## src/rtl/con_ff_unit.sv

```systemverilog
// con_ff_unit: registered condition evaluator with a one-cycle evaluation stage,
// a hold/acknowledge handshake and optional saturating statistics counters.
//
// Optional feature macro: CON_FF_UNIT_STATS_EN
//   defined   -> eval / taken counters are built (saturating, cleared by in_stat_clr)
//   undefined -> count outputs are tied to 0 and in_stat_clr is ignored
//
// Ports:
//   clk             clock, all state changes on rising edge
//   clr             asynchronous active-high reset
//   in_con_in       evaluate strobe; captures in_condition and in_bus
//   in_condition    3-bit condition code
//   in_bus          WIDTH-bit operand (sign is bit WIDTH-1)
//   in_ack          consumer has taken the result (honoured only while holding)
//   in_stat_clr     synchronous clear of both statistics counters
//   out_branch      registered branch decision
//   out_valid       out_branch holds a fresh, unacknowledged result
//   out_busy        an evaluation is in flight
//   out_eval_count  completed evaluations (COUNT_W bits)
//   out_taken_count completed evaluations with a true result (COUNT_W bits)
module con_ff_unit #(
  parameter int unsigned WIDTH   = 32,
  parameter int unsigned COUNT_W = 16
) (
  input  logic               clk,
  input  logic               clr,
  input  logic               in_con_in,
  input  logic [2:0]         in_condition,
  input  logic [WIDTH-1:0]   in_bus,
  input  logic               in_ack,
  input  logic               in_stat_clr,
  output logic               out_branch,
  output logic               out_valid,
  output logic               out_busy,
  output logic [COUNT_W-1:0] out_eval_count,
  output logic [COUNT_W-1:0] out_taken_count
);

  typedef enum logic [1:0] {
    StIdle = 2'b00,
    StEval = 2'b01,
    StHold = 2'b10
  } state_e;

  state_e           state_q, state_d;
  logic [WIDTH-1:0] cap_bus_q, cap_bus_d;
  logic [2:0]       cap_cond_q, cap_cond_d;
  logic             branch_q, branch_d;
  logic             valid_q, valid_d;
  logic             eval_done;
  logic             decision;
  logic             op_zero;
  logic             op_neg;

  // Decision depends only on the captured operand/code, never on live inputs.
  always_comb begin
    op_zero  = (cap_bus_q == '0);
    op_neg   = cap_bus_q[WIDTH-1];
    decision = 1'b0;
    unique case (cap_cond_q)
      3'b000: decision = op_zero;
      3'b001: decision = !op_zero;
      3'b010: decision = !op_neg;
      3'b011: decision = op_neg;
      3'b100: decision = !op_neg && !op_zero;
      3'b101: decision = op_neg || op_zero;
      3'b110: decision = 1'b1;
      3'b111: decision = 1'b0;
      default: decision = 1'b0;
    endcase
  end

  // A strobe wins in every state: it restarts evaluation and drops any
  // pending or in-flight result.
  always_comb begin
    state_d    = state_q;
    cap_bus_d  = cap_bus_q;
    cap_cond_d = cap_cond_q;
    branch_d   = branch_q;
    valid_d    = valid_q;
    eval_done  = 1'b0;
    if (in_con_in) begin
      cap_bus_d  = in_bus;
      cap_cond_d = in_condition;
      valid_d    = 1'b0;
      state_d    = StEval;
    end else begin
      unique case (state_q)
        StIdle: state_d = StIdle;
        StEval: begin
          branch_d  = decision;
          valid_d   = 1'b1;
          state_d   = StHold;
          eval_done = 1'b1;
        end
        StHold: begin
          if (in_ack) begin
            valid_d = 1'b0;
            state_d = StIdle;
          end
        end
        default: begin
          valid_d = 1'b0;
          state_d = StIdle;
        end
      endcase
    end
  end

  always_ff @(posedge clk or posedge clr) begin
    if (clr) begin
      state_q    <= StIdle;
      cap_bus_q  <= '0;
      cap_cond_q <= '0;
      branch_q   <= 1'b0;
      valid_q    <= 1'b0;
    end else begin
      state_q    <= state_d;
      cap_bus_q  <= cap_bus_d;
      cap_cond_q <= cap_cond_d;
      branch_q   <= branch_d;
      valid_q    <= valid_d;
    end
  end

  assign out_branch = branch_q;
  assign out_valid  = valid_q;
  assign out_busy   = (state_q == StEval);

`ifdef CON_FF_UNIT_STATS_EN
  logic [COUNT_W-1:0] eval_cnt_q, eval_cnt_d;
  logic [COUNT_W-1:0] taken_cnt_q, taken_cnt_d;

  // Clear beats a same-cycle increment; both counters stick at all-ones.
  always_comb begin
    eval_cnt_d  = eval_cnt_q;
    taken_cnt_d = taken_cnt_q;
    if (in_stat_clr) begin
      eval_cnt_d  = '0;
      taken_cnt_d = '0;
    end else if (eval_done) begin
      if (eval_cnt_q != '1) begin
        eval_cnt_d = eval_cnt_q + 1'b1;
      end
      if (decision && (taken_cnt_q != '1)) begin
        taken_cnt_d = taken_cnt_q + 1'b1;
      end
    end
  end

  always_ff @(posedge clk or posedge clr) begin
    if (clr) begin
      eval_cnt_q  <= '0;
      taken_cnt_q <= '0;
    end else begin
      eval_cnt_q  <= eval_cnt_d;
      taken_cnt_q <= taken_cnt_d;
    end
  end

  assign out_eval_count  = eval_cnt_q;
  assign out_taken_count = taken_cnt_q;
`else
  logic unused_stats;
  assign unused_stats    = in_stat_clr | eval_done;
  assign out_eval_count  = '0;
  assign out_taken_count = '0;
`endif

endmodule

```

## config.mk

```make
export PLATFORM = sky130hd
export DESIGN_NAME = con_ff_unit
export DESIGN_NICKNAME = d
export VERILOG_FILES = /design/src/rtl/con_ff_unit.sv
export SDC_FILE = /design/constraint.sdc
export NUM_CORES = 1
export LEC_CHECK = 0
export CORE_MARGIN = 3
export CORE_UTILIZATION = 43
export DETAILED_ROUTE_END_ITERATION = 10
export HOLD_SLACK_MARGIN = 0.12
export PLACE_DENSITY = 0.8
export SLEW_MARGIN = 30
export SYNTH_ARGS = -nofsm -noshare
export SYNTH_HDL_FRONTEND = slang
export SYNTH_SLANG_ARGS = --single-unit
```

## constraint.sdc

```tcl
create_clock -name clk -period 1.9 [get_ports clk]
set_clock_uncertainty 0.05 [all_clocks]
set_input_delay 0.38 -clock clk [delete_from_list [all_inputs] [get_ports clk]]
set_output_delay 0.38 -clock clk [all_outputs]
set_load 0.01 [all_outputs]
```

### Yosys cells after proc, flatten, opt, wreduce, memory -nomap -nowiden

Index checks and enable logic that the tools add are counted.

* bits in registers: 39
* input bits: 40
* output and inout bits: 35
* logic and storage cells: 33

* eq/ne operators: 11
* muxes and demuxes: 7
* bitwise operators: 1
* reduce and logical (&&, ||, !) cells: 9

Operator list (number)
* 32-bit logical NOT: 1
* 3-bit equality test (second input constant): 4
* 1-bit case mux with 8 select lines: 1
* 3-bit by 2-bit equality test with 1-bit output (second input constant): 2
* 2-bit two-way mux: 2
* 2-bit case mux with 2 select lines: 1
* 2-bit AND reduction: 2
* 3-bit by 1-bit equality test with 1-bit output (second input constant): 1
* 3-bit logical NOT: 1
* 3-bit inequality test (second input constant): 1
* 1-bit case mux with 3 select lines: 1
* 2-bit by 1-bit equality test with 1-bit output (second input constant): 1
* 2-bit equality test (second input constant): 1
* 1-bit logical NOT: 2
* 2-bit logical NOT: 1
* 1-bit two-way mux: 2
* 2-bit inequality test (second input constant): 1
* 1-bit logical AND: 1
* 1-bit logical OR: 1
* 1-bit NOT: 1

### Depth between registers and ports, before layout

Gate-level depths: netlist of run 1.

* word-level depth: 4
* depth in mapped cells: 5
* depth with buffers taken out: 5

### Worst setup path before layout of run 1

Ideal clock, no wire load.

* path kind: register -> register
* from: reg cap_bus_q[18]
* to: reg branch_q (netlist: out_branch)
* setup time: 122 ps
* arrival time: 1292 ps
* required time: 1728 ps
* path slack: 437 ps
* stages on the path, launching flop included: 6
* buffers on the path: 0
* period minus slack after synthesis: 1463 ps
* cells stage by stage: dfrtp_1 > nor4_2 > nand4_1 > nor4_2 > o21ai_1 > a32o_1

* word-level cells in the longest chain between the ends: 4
* elaborated cells on any way between the ends: 5
* those cells by class: mux (1); reduce/logical (4)

Ends and longest elaborated chain
* start, declared: line 46 `logic [WIDTH-1:0] cap_bus_q, cap_bus_d;`
* start signal, assigned: line 119 `cap_bus_q <= cap_bus_d;`
* 32-bit logical NOT (*): line 57 `op_zero = (cap_bus_q == '0);`
* 1-bit logical NOT: line 62, 65
* 1-bit logical AND: line 65 `3'b100: decision = !op_neg && !op_zero;`
* 1-bit case mux with 8 select lines (*): line 60 `unique case (cap_cond_q)`
* end signal, assigned: line 121 `branch_q <= branch_d;`
* end, declared: line 48 `logic branch_q, branch_d;`

Every way passes the cells marked *; elsewhere a longest branch is shown, timed or not.
A chain may end at the register's enable or synchronous reset.

### Worst setup path after layout of run 1

* from: reg cap_bus_q[26]
* to: reg branch_q (netlist: out_branch)

The elaborated chain is that of the path after synthesis.

==> impl_results.md, run 1 <==
* Vias/cell at 4.73
* WP depth at 5
* CTS tree: done
* FF-to-FF End: out_branch
* WP data arrival at 1790 ps
* Slowest Stage Delay on Critical Path at 390 ps
* DRC errors left at 0
* CP endpoint: out_branch
* H-tree depth at 2
* Fin Setup TNS at 0 ps
* CP bufs+invs at 0
* Fill cells at about 360
* Post-synthesis cell area at 1870 um2
* First-pass GRT wire length at 5010 um
* Peak Freq at 599 MHz
* Synth area leader: dfrtp_1
* Max Cap Viol at 0
* Initial antenna violation count at 0
* Core Area at 4120 um2
* Routed len/inst at roughly 12 um
* Total clock sinks at 39
* R2R setup slack at 230 ps
* CTS Buffer Depth at 2
* Post-CTS Setup Bufs at 0
* Crit-path max FO at 3
* GP Congestion at around 0.68
* Endpoint class of the critical path: register
* Vias in the first global route at 1087
* Die ar. at 5190 um2
* Hold slack final at approximately 330 ps
* Crit. Startpoint: cap_bus_q[26]
* Synthesized area per cell at 12.8 um2
* Initial drt markers at 35
* Cells along the critical path: nor4_1 -> nand4_1 -> nor2_1 -> nand3_1 -> a32o_1
* Ys async rst share at 100%
* Drt first pass iters at 3
* Slew Limit Fails at 0
* Largest net degree at the start of global routing at 40
* Num CTS Buffers at 5
* Die H at 72.0 um
* Synth area leaders: dfrtp_1 (52%), mux2_2 (20%), buf_4 (13%), nor4_2 (4.0%), nand2b_1 (1.0%)
* FF+latch count, synth at 39
* CTS Root Cell: clkbuf_8
* Routed Antenna Nets at 0
* Num rows at 23
* Worst r2r src: cap_bus_q[26]
* Sequential-to-total area share from yosys stat at 52.1%
* Reg clk slew, reported paths at about 70 ps
* Final hold viol count at 0
* Final setup fails at 0
* Final nets at 231
* Outcome: finished clean
* Worst-Skew Late Latency at ~280 ps
* Total wire length at slightly below 3000 um
* Setup CP Type: reg -> reg
* Area grow syn2layout at 24.1%
* GRT overflow at 0
* Unrepaired setup endpoints after global routing: false
* Mapped Cells at 147
* Startpoint Class: register
* Slowest CP cell: nor4_1
* Critical path required time at 2020 ps
* Final period util at 87.8%
* IO buf count at 41
* Pwr Density at 795 nW/um2
* Synth top area share at 52.1%
* Synth cell count leaders: dfrtp_1 (39), mux2_2 (34), buf_4 (32), nor4_2 (6), nor2_1 (5)
* Vias at 1144
* Post-DP HPWL at between 2000 and 2500 um
* Final core utilization at between 50% and 60%
* Warnings from Yosys at 0
* Diode count at 0
* Most common cell in the netlist: dfrtp_1
* I/O pins at 75
* Initial Util at 45.5%
* Min-delay worst type: in -> reg
* Setup ws final at 231 ps
* GRT Util Overall at about an eighth
* Pre-CTS setup slack at 266 ps
* Synth Flop Type: dfrtp_1
* Post-synth EDFFs at 0
* Peak supply drop at ~0.56 mV
* Crit path time final at 1670 ps
* Pleak at 0.000999 uW
* Crit-path leading delay family: simple AND/OR/NAND/NOR gates
* Die width at 72.0 um
* Reg2reg path depth at 5
* Post-synth cell types at 24
* Layout cell share with drive strength beyond 1 at 26.6%
[state kept, by name, summed over array words and instances (netlist names)]
name        cells
cap_bus_q      32
cap_cond_q      3
out_branch      1
out_valid       1
state_q         2
[worst min-delay path by stage]
stage	from	end	cells after the start
after floorplan	in_con_in	state_q[0]	1
after global placement	cap_bus_q[0]	cap_bus_q[0]	1
after detailed placement	cap_bus_q[27]	cap_bus_q[27]	1
after CTS	in_con_in	state_q[0]	1
after global routing	in_con_in	state_q[0]	1
final	in_con_in	state_q[0]	1
[kinds of logic (layout without fill, tap and decap cells)]
group / count (synthesis) / count (layout) / synth area share (%)
DFF: 39 / 39 / 52.1
buffers and inverters: 39 / 53 / 14.4
muxes: 34 / 34 / 20.4
and+or+nand+nor: 25 / 25 / 9.41
AOI/OAI and AO/OA: 9 / 9 / 3.47
other: 1 / 32 / 0.200
[layer usage]
metal | GRT usage, % | wire [um]
met5 | 0 | 0
met4 | 5.64 | 44
met3 | 3.19 | 238
met2 | 20.0 | 1380
met1 | 15.9 | 1310
[power breakdown]
part / switching [uW] / internal, uW / leakage (uW) / total, uW
Sequential: 61.1 / 914 / 0.000460 / 975
Combinational: 108 / 172 / 0.000488 / 280
Clock: 263 / 331 / 0.0000515 / 595
Total: 432 / 1420 / 0.000999 / 1850
[cells in the final DEF, fill, tap and decap left out, drive strengths merged]
cell type / count
nor3: 1
a221oi: 1
clkdlybuf4s50: 39
nor2b: 1
nand2: 2
a32o: 1
dlymetal6s2s: 1
o41a: 1
o21ai: 4
nand3: 1
conb: 32
nor4: 9
nand2b: 3
nand4: 2
clkbuf: 8
nor2: 5
buf: 3
mux2: 34
o211a: 1
and2b: 1
dfrtp: 39
inv: 2
a21oi: 1
[area by class of cell]
type | instances | area (um2) | share of cell area (%)
repair buffers | 43 | 435 | 18.7
multi-input cells | 100 | 744 | 32.0
flip-flops and latches | 39 | 976 | 42.0
well taps | 50 | 62.6 | 2.69
inverters | 2 | 7.51 | 0.323
clock buffers | 8 | 100 | 4.30
[per-stage QoR]
step	total power, uW	instances	instance area, um2
floorplan	1190	178	1990
global placement	1270	234	2220
detailed placement	1270	234	2220
CTS	1880	242	2320
global route	1950	242	2330
finish	1850	242	2330
[what timing repair did]
item,CTS,global route
endpoints found under the setup margin,0,1
hold buffers,0,0
resized for setup,0,1
(Power assumes the default switching activity.)
==> run 2, diff against run 1 <==
--- a/config.mk
+++ b/config.mk
@@ -5,8 +5,10 @@
 export SDC_FILE = /design/constraint.sdc
 export NUM_CORES = 1
 export LEC_CHECK = 0
+export ABC_CLOCK_PERIOD_IN_PS = 1900
 export CORE_MARGIN = 3
 export CORE_UTILIZATION = 43
+export CTS_CLUSTER_DIAMETER = 120
 export DETAILED_ROUTE_END_ITERATION = 10
 export HOLD_SLACK_MARGIN = 0.12
 export PLACE_DENSITY = 0.8
==> results of run 2 <==
Same layout as run 1: the final DEF is identical, and so are final timing and power.
==> run 3, diff against run 2 <==
--- a/config.mk
+++ b/config.mk
@@ -6,6 +6,7 @@
 export NUM_CORES = 1
 export LEC_CHECK = 0
 export ABC_CLOCK_PERIOD_IN_PS = 1900
+export CAP_MARGIN = 20
 export CORE_MARGIN = 3
 export CORE_UTILIZATION = 43
 export CTS_CLUSTER_DIAMETER = 120
@@ -16,3 +17,4 @@
 export SYNTH_ARGS = -nofsm -noshare
 export SYNTH_HDL_FRONTEND = slang
 export SYNTH_SLANG_ARGS = --single-unit
+export TNS_END_PERCENT = 100
==> results of run 3 <==
Same layout as run 1: the final DEF is identical, and so are final timing and power.
